<file path="src/rtl/uart_defs.sv">
// Shared encodings for the fifo_8 UART transmitter.
// ST_PARITY exists only when UART_TX_PARITY_EN is defined.
package uart_defs;

  localparam logic [2:0] ST_IDLE   = 3'd0;
  localparam logic [2:0] ST_REQ    = 3'd1;
  localparam logic [2:0] ST_WAIT   = 3'd2;
  localparam logic [2:0] ST_START  = 3'd3;
  localparam logic [2:0] ST_DATA   = 3'd4;
  localparam logic [2:0] ST_STOP   = 3'd5;
`ifdef UART_TX_PARITY_EN
  localparam logic [2:0] ST_PARITY = 3'd6;
`endif

  localparam logic [1:0] STATUS_EMPTY = 2'b00;
  localparam logic       TX_IDLE      = 1'b1;

endpackage

</file>
<file path="src/rtl/fifo_uart_tx_baud_gen.sv">
// Bit-period timer: tick pulses on the last cycle of every DIV-cycle period,
// with the period re-aligned to zero while restart is held.
module baud_gen #(
  parameter int DIV = 104
) (
  input  logic clk,
  input  logic rst,
  input  logic restart,
  output logic tick
);

  localparam logic [15:0] LAST = 16'(DIV - 1);

  logic [15:0] cnt;

  always_ff @(posedge clk) begin
    if (rst || restart) begin
      cnt <= '0;
    end else if (cnt == LAST) begin
      cnt <= '0;
    end else begin
      cnt <= cnt + 16'd1;
    end
  end

  assign tick = (cnt == LAST);

endmodule

</file>
<file path="src/rtl/fifo_uart_tx.sv">
// Drains fifo_8 one byte per frame and sends it as 8N1/8N2 UART, LSB first.
// Define UART_TX_PARITY_EN to insert an even parity bit (8E1/8E2).
module fifo_uart_tx
  import uart_defs::*;
#(
  parameter int DIV       = 104,
  parameter int RD_LAT    = 1,
  parameter int STOP_BITS = 1
) (
  input  logic       clk,
  input  logic       rst,
  input  logic [7:0] data,
  input  logic [1:0] status,
  output logic       cke_o,
  output logic       tx,
  output logic       busy
);

  localparam logic [1:0] WAIT_LAST = 2'((RD_LAT > 0) ? RD_LAT - 1 : 0);
  localparam logic       STOP_LAST = (STOP_BITS == 2);

  logic [2:0] state;
  logic [7:0] shifter;
  logic [2:0] bit_cnt;
  logic [1:0] wait_cnt;
  logic       stop_cnt;
  logic       tx_q;
  logic       baud_tick;
  logic       restart;
  logic       data_avail;
  logic       load;
`ifdef UART_TX_PARITY_EN
  logic       par_q;
`endif

  assign data_avail = (status != STATUS_EMPTY);

  // Baud phase is pinned to zero until the start bit begins, so every frame is exact.
  assign restart = (state == ST_IDLE) || (state == ST_REQ) || (state == ST_WAIT);

  assign load = ((state == ST_REQ) && (RD_LAT == 0)) ||
                ((state == ST_WAIT) && (wait_cnt == WAIT_LAST));

  baud_gen #(.DIV(DIV)) u_baud (
    .clk     (clk),
    .rst     (rst),
    .restart (restart),
    .tick    (baud_tick)
  );

  always_ff @(posedge clk) begin
    if (rst) begin
      state    <= ST_IDLE;
      tx_q     <= TX_IDLE;
      shifter  <= '0;
      bit_cnt  <= '0;
      wait_cnt <= '0;
      stop_cnt <= 1'b0;
`ifdef UART_TX_PARITY_EN
      par_q    <= 1'b0;
`endif
    end else if (load) begin
      shifter <= data;
      tx_q    <= 1'b0;
      state   <= ST_START;
`ifdef UART_TX_PARITY_EN
      par_q   <= ^data;
`endif
    end else begin
      case (state)
        ST_IDLE: begin
          tx_q <= TX_IDLE;
          if (data_avail) state <= ST_REQ;
        end
        ST_REQ: begin
          state    <= ST_WAIT;
          wait_cnt <= '0;
        end
        ST_WAIT: begin
          wait_cnt <= wait_cnt + 2'd1;
        end
        ST_START: begin
          if (baud_tick) begin
            state   <= ST_DATA;
            bit_cnt <= '0;
            tx_q    <= shifter[0];
          end
        end
        ST_DATA: begin
          if (baud_tick) begin
            bit_cnt <= bit_cnt + 3'd1;
            if (bit_cnt == 3'd7) begin
`ifdef UART_TX_PARITY_EN
              state    <= ST_PARITY;
              tx_q     <= par_q;
`else
              state    <= ST_STOP;
              tx_q     <= 1'b1;
              stop_cnt <= 1'b0;
`endif
            end else begin
              tx_q    <= shifter[1];
              shifter <= {1'b0, shifter[7:1]};
            end
          end
        end
`ifdef UART_TX_PARITY_EN
        ST_PARITY: begin
          if (baud_tick) begin
            state    <= ST_STOP;
            tx_q     <= 1'b1;
            stop_cnt <= 1'b0;
          end
        end
`endif
        ST_STOP: begin
          // Status is re-checked only here, so a waiting byte follows with no idle bit.
          if (baud_tick) begin
            if (stop_cnt == STOP_LAST) begin
              state <= data_avail ? ST_REQ : ST_IDLE;
            end else begin
              stop_cnt <= 1'b1;
            end
          end
        end
        default: begin
          state <= ST_IDLE;
          tx_q  <= TX_IDLE;
        end
      endcase
    end
  end

  assign cke_o = (state == ST_REQ);
  assign busy  = (state != ST_IDLE);
  assign tx    = tx_q;

endmodule
</file>
<file path="config.mk">
export PLATFORM = sky130hd
export DESIGN_NAME = fifo_uart_tx
export DESIGN_NICKNAME = d
export VERILOG_FILES = /design/src/rtl/uart_defs.sv /design/src/rtl/fifo_uart_tx_baud_gen.sv /design/src/rtl/fifo_uart_tx.sv
export SDC_FILE = /design/constraint.sdc
export NUM_CORES = 1
export LEC_CHECK = 0
export BUFFER_PORTS_ARGS = -buffer_cell sky130_fd_sc_hd__buf_4
export CAP_MARGIN = 20
export CELL_PAD_IN_SITES_DETAIL_PLACEMENT = 2
export CELL_PAD_IN_SITES_GLOBAL_PLACEMENT = 2
export CORE_ASPECT_RATIO = 1.1
export CORE_UTILIZATION = 38
export DETAILED_ROUTE_END_ITERATION = 7
export PLACE_DENSITY = 0.91
export SLEW_MARGIN = 10
export SYNTH_ARGS = -nofsm -noshare
export SYNTH_HDL_FRONTEND = slang
export SYNTH_SLANG_ARGS = --single-unit
</file>
<file path="constraint.sdc">
create_clock -name clk -period 4.92 [get_ports clk]
set_clock_uncertainty 0.05 [all_clocks]
set_input_delay 0.738 -clock clk [delete_from_list [all_inputs] [get_ports clk]]
set_output_delay 0.738 -clock clk [all_outputs]
set_load 0.01 [all_outputs]
</file>
==> results.cfg, run 1 <==
[cts]
cts_made_buffers = 5
cts_hold_buf = 0
clock_path_buffers = 2
cts_setup_buffers = 0
worstSkewPairLatency_ns = 0.30
tritoncts = yes
cts.sinks = 33
clk_pin_slew_ns = 0.07
post_cts_resized = 0
cts_max_level = 2
root_buffer = clkbuf_8

[synthesis]
synth_ff_type = dfxtp_1
netlist_area_mm2 = 0.00169
synth_nets = 218
yosys_warnings = 0
seq_area_frac_synth = 0.391
synth_xor_area_frac = 0.0571
postSynthCellCount = 202
synth_top_family_by_area = simple AND/OR/NAND/NOR gates
async_flop_share = 0
synthAdderAreaFrac = 0.0297
synth_compound_area_frac = 0.182
synth.avg_cell_area_um2 = 8.36
synthMuxAreaShare = 0.0126
synth_edf_count = 0
ys_ff_latch = 33
synth_cell_types = 48
yosys.area_share.simple = 0.279

[critical_path]
reg2reg_depth = 4
cp.arrival_ns = 1.45
start_kind = register
r2r-start = u_baud.cnt[7]
critical_path_class = reg2out
critPathMaxFanout = 20
cp-end-kind = output port
r2r_end = bit_cnt[0]
cp.required_ns = 4.13
ff2ff_setup_slack_ns = 2.69

[floorplan]
ios = 15
initial_core_util = 0.394
core_mm2 = 0.00429
die_h_um = 71.9
dieArea_mm2 = 0.00471
row_count = 25
dieWidth_um = 65.5

[timing]
fin_crit_ns = 2.24
rsz0062_at_grt = no
final.setup.tns_ns = 0
drv_slew = 0
layout_setup_ws_ns = 2.68
hold_viol = 0
slew-limit-headroom = 0.568
worst_slew_pin_slew_ns = 0.647
setup_violations = 0
period_share = 0.456
holdWs_ns = 0.435
fmax_mhz = 446

[global_route]
grt_pass1_wl_mm = 7.89
grt_max_degree = 21
grt_remaining_overflow = 0
track_usage = 0.223
antenna_found_initial = 0
grt_pass1_vias = 1658

[drt]
top_layer = met4
ant_nets = 0
met2WireLength_mm = 2.45
drc = 0
vias_per_cell = 5.72
vias = 1505
wl_per_cell_um = 17.8
firstDrtPassIters = 4
drt_first_iter_violations = 102
wl_mm = 4.68
route.met3.wl_um = 112
met1_length_mm = 2.04

[power_and_ir_drop]
ir_drop_mv = 0.165
p_per_area_mw_per_mm2 = 286
leakage_nw = 0.624

[place]
dpl.hpwl_mm = 3.31
place.gp.congestion = 0.782
portBuffers = 14
post-place-ws_ns = 2.73

[min_path]
holdCritStartpoint = u_baud.cnt[0]
hold_class = reg2reg
worstHoldPathCells = 1
holdPathEnd = u_baud.cnt[0]

[cells_and_area]
final_net_count = 224
syn_to_final_growth_pct = 11.2
final_layout_size_suffix_gt1_frac = 0.153
n_antenna_cell = 0
n_fill_cell = 491

[flow_run]
drv_cap = 0

[run_status]
outcome = complete, no violations
cell usage after synthesis, types with 4 or more instances:
cell / n / area share
dfxtp_1: 33 / 0.39
nor2_1: 22 / 0.049
nand3_1: 15 / 0.044
a21oi_1: 14 / 0.042
nand2_1: 10 / 0.022
clkbuf_1: 8 / 0.018
o21ai_0: 8 / 0.024
xor2_1: 8 / 0.042
o211ai_1: 7 / 0.031
a31oi_1: 6 / 0.022
nand4_1: 5 / 0.019
or3_1: 5 / 0.019
buf_2: 4 / 0.012
ha_1: 4 / 0.030
nand2b_1: 4 / 0.015
layout make-up:
| type | instances | area [µm²] | area share |
|---|---|---|---|
| multi-input combinational | 151 | 946 | 0.504 |
| timing repair buffer | 14 | 105 | 0.0560 |
| tap | 54 | 67.6 | 0.0360 |
| sequential | 33 | 661 | 0.352 |
| inverter | 3 | 11.3 | 0.00600 |
| clock inverter | 3 | 17.5 | 0.00933 |
| clock buffer | 5 | 68.8 | 0.0367 |
sequential cells by signal, summed over array words and instances, names as in the netlist:
| name | flops |
|---|---|
| state | 3 |
| tx | 1 |
| bit_cnt | 3 |
| u_baud.cnt | 16 |
| wait_cnt | 2 |
| shifter | 8 |
metal layers:
metal | vias to the layer above | global-route usage
met5 | - | 0
met4 | 0 | 0.104
met1 | 734 | 0.255
met2 | 19 | 0.395
li1 | 744 | -
met3 | 8 | 0.0425
cells in the final DEF (no fill, tap or decap), types with 2 or more instances in the layout:
| master | count |
|---|---|
| a31oi_1 | 6 |
| nand2b_1 | 4 |
| nand2_1 | 10 |
| inv_1 | 3 |
| o21bai_1 | 2 |
| o21ai_0 | 8 |
| clkbuf_8 | 5 |
| nand3_1 | 15 |
| o211ai_1 | 7 |
| nor3_1 | 3 |
| nor2b_1 | 3 |
| nand4_1 | 5 |
| nor4_1 | 3 |
| a21oi_1 | 14 |
| xnor2_1 | 3 |
| nand3b_1 | 2 |
| nor2_1 | 22 |
| ha_1 | 4 |
| and3_1 | 2 |
| or3_1 | 5 |
| buf_4 | 14 |
| and2_1 | 2 |
| clkinv_2 | 2 |
| xor2_1 | 8 |
| a22oi_1 | 3 |
| dfxtp_1 | 33 |
power breakdown:
group / switching, W / internal (W) / leakage (nW)
Sequential: 0.0000119 / 0.000274 / 0.267
Clock: 0.000109 / 0.0000976 / 0.0439
Combinational: 0.0000224 / 0.0000219 / 0.313
Total: 0.000143 / 0.000394 / 0.624
worst max-delay path, stage by stage (launching register included):
cell      delay, ns
dfxtp_1        0.74
nand2b_1       0.16
nor2_1         0.13
buf_4          0.13
through the flow:
step	cell area (µm²)	power, W	utilization	cells
2_1_floorplan	1690	0.000318	-	202
3_3_place_gp	1790	0.000332	0.418	255
3_5_place_dp	1790	0.000336	0.418	255
4_1_cts	1880	0.000541	0.438	263
5_1_grt	1880	0.000558	0.438	263
6_report	1880	0.000537	0.438	263
worst max path at each step:
stage	slack [ns]	from	cells after the start	to
2_1_floorplan	3.08	state[0]	3	busy
3_3_place_gp	2.88	u_baud.cnt[0]	5	bit_cnt[0]
3_5_place_dp	2.73	u_baud.cnt[7]	4	bit_cnt[0]
4_1_cts	2.69	state[0]	3	cke_o
5_1_grt	2.53	state[0]	3	cke_o
6_report	2.68	state[0]	3	cke_o
cell families (layout without fill, tap and decap cells):
kind of cell / Yosys count / count (layout)
and+or+nand+nor: 86 / 86
AOI/OAI and AO/OA: 48 / 48
DFF: 33 / 33
buffers and inverters: 18 / 25
xor gates and xnor gates: 11 / 11
adders and majority gates: 4 / 4
muxes: 2 / 2
Power figures use the tool's default switching activity.
==> run 2: changes to the inputs <==
- CORE_UTILIZATION: 38 -> 35
- PLACE_DENSITY: 0.91 -> 0.85
- clock period: 4.92 -> 2.19 ns (I/O delays scaled with it)
==> run 2 against run 1 <==
Compared with the run above:
- non-clock buffer count is 7 higher
- routed wire length grew 5.1%
- highest routed layer unchanged
- register-to-register slack got worse by 2.5 ns
- utilization decreased by 1.2 points
- flip-flop and latch count stayed put
- critical path type is now reg2reg
==> results.cfg, run 2 (same netlist as run 1, synthesis figures left out) <==
[run_status]
outcome = complete, no violations

[cells_and_area]
final_layout_size_suffix_gt1_frac = 0.181
final_net_count = 231
largest_reg_flops = 16
syn_to_final_growth_pct = 17.3
top_regs = u_baud.cnt (16), shifter (8)
layout_common_cells = 33 x dfxtp_1, 22 x nor2_1, 21 x buf_4
final_common_cell = dfxtp_1
n_antenna_cell = 0
largest_register = u_baud.cnt

[drt]
wl_per_cell_um = 18.1
drc = 0
drt_first_iter_violations = 53
ant_nets = 0
firstDrtPassIters = 4
vias_per_cell = 5.71
vias = 1552
wl_mm = 4.92

[cts]
cts_max_level = 2
cts.sinks = 33
post_cts_resized = 0
tritoncts = yes
clk_pin_slew_ns = 0.08
cts_setup_buffers = 0
clock_path_buffers = 2
cts_made_buffers = 5
worstSkewPairLatency_ns = 0.30
root_buffer = clkbuf_8
cts_hold_buf = 0

[floorplan]
ios = 15
dieWidth_um = 68.2
initial_core_util = 0.363
dieArea_mm2 = 0.00510
core_mm2 = 0.00465
die_h_um = 74.8
row_count = 26

[critical_path]
cp.arrival_ns = 2.14
critical_path_buf_inv_count = 1
cp.required_ns = 2.32
slowest_delay_ns = 0.37
cp_top_family = simple AND/OR/NAND/NOR gates
cp-end-kind = register
reg2reg_depth = 6
critical_path_class = reg2reg
ff2ff_setup_slack_ns = 0.18
path_cells = ha_1 -> and4_2 -> nand4_1 -> buf_4 -> o21ai_0 -> a21oi_1
start_kind = register
critPathMaxFanout = 11
slowest_stage = dfxtp_1
cp.depth = 6

[global_route]
grt_remaining_overflow = 0
grt_max_degree = 20
grt_pass1_vias = 1587
antenna_found_initial = 0
track_usage = 0.209
grt_pass1_wl_mm = 7.73

[place]
portBuffers = 14
place.gp.congestion = 0.731
dpl.hpwl_mm = 3.35
post-place-ws_ns = 0.273

[timing]
layout_setup_ws_ns = 0.180
fin_crit_ns = 2.01
hold_viol = 0
setup_violations = 0
slew-limit-headroom = 0.631
final.setup.tns_ns = 0
rsz0062_at_grt = no
period_share = 0.918
fmax_mhz = 498
worst_slew_pin_slew_ns = 0.553
drv_slew = 0

[power_and_ir_drop]
leakage_nw = 0.682
ir_drop_mv = 0.352
p_per_area_mw_per_mm2 = 733

[min_path]
worstHoldPathCells = 3
hold_class = in2reg

[flow_run]
drv_cap = 0
## run 2: cell count changes in the layout (fill, tap and decap cells not counted)
cell / change
bufinv_16: +2
buf_4: +7
clkinvlp_4: -1
clkinv_2: -1
## run 2: area by class of cell
| class | instances | area [µm²] |
|---|---|---|
| clock buffer | 5 | 68.8 |
| clock inverter | 3 | 65.1 |
| fill | 525 | 2670 |
| inverter | 3 | 11.3 |
| multi-input combinational | 151 | 946 |
| sequential | 33 | 661 |
| tap | 56 | 70.1 |
| timing repair buffer | 21 | 158 |
## run 2: per-stage QoR
step	utilization	total power (W)	cell area (µm²)	hold slack, ns	std cells
finish	0.425	0.00145	1980	0.239	272
global route	0.425	0.00150	1980	0.237	272
CTS	0.425	0.00147	1980	0.234	272
detailed placement	0.397	0.000762	1850	0.396	264
global placement	0.397	0.000756	1850	0.389	264
floorplan	-	0.000714	1690	0.379	202
## run 2: path summary, 6_finish.rpt
kind / startpoint / endpoint
max: u_baud.cnt[0] / bit_cnt[0]
min: data[7] / shifter[7]
max reg2reg: u_baud.cnt[0] / bit_cnt[0]
min reg2reg: u_baud.cnt[0] / u_baud.cnt[0]
## run 2: per-layer routing
layer,share of wire,track usage,vias up
met5,0,0,-
met4,0.022,0.111,0
met3,0.017,0.0394,8
met2,0.50,0.339,15
met1,0.46,0.261,772
li1,-,-,757
## run 2: report_power, final
part | internal [W] | total (W) | switching (W)
clock network | 0.000452 | 0.000703 | 0.000251
registers | 0.000616 | 0.000637 | 0.0000210
logic | 0.0000536 | 0.000110 | 0.0000562
## run 2: worst min-delay path, stage by stage
cell and delay, ns:
buf_4 0.11, nand2_1 0.05, a21oi_1 0.05
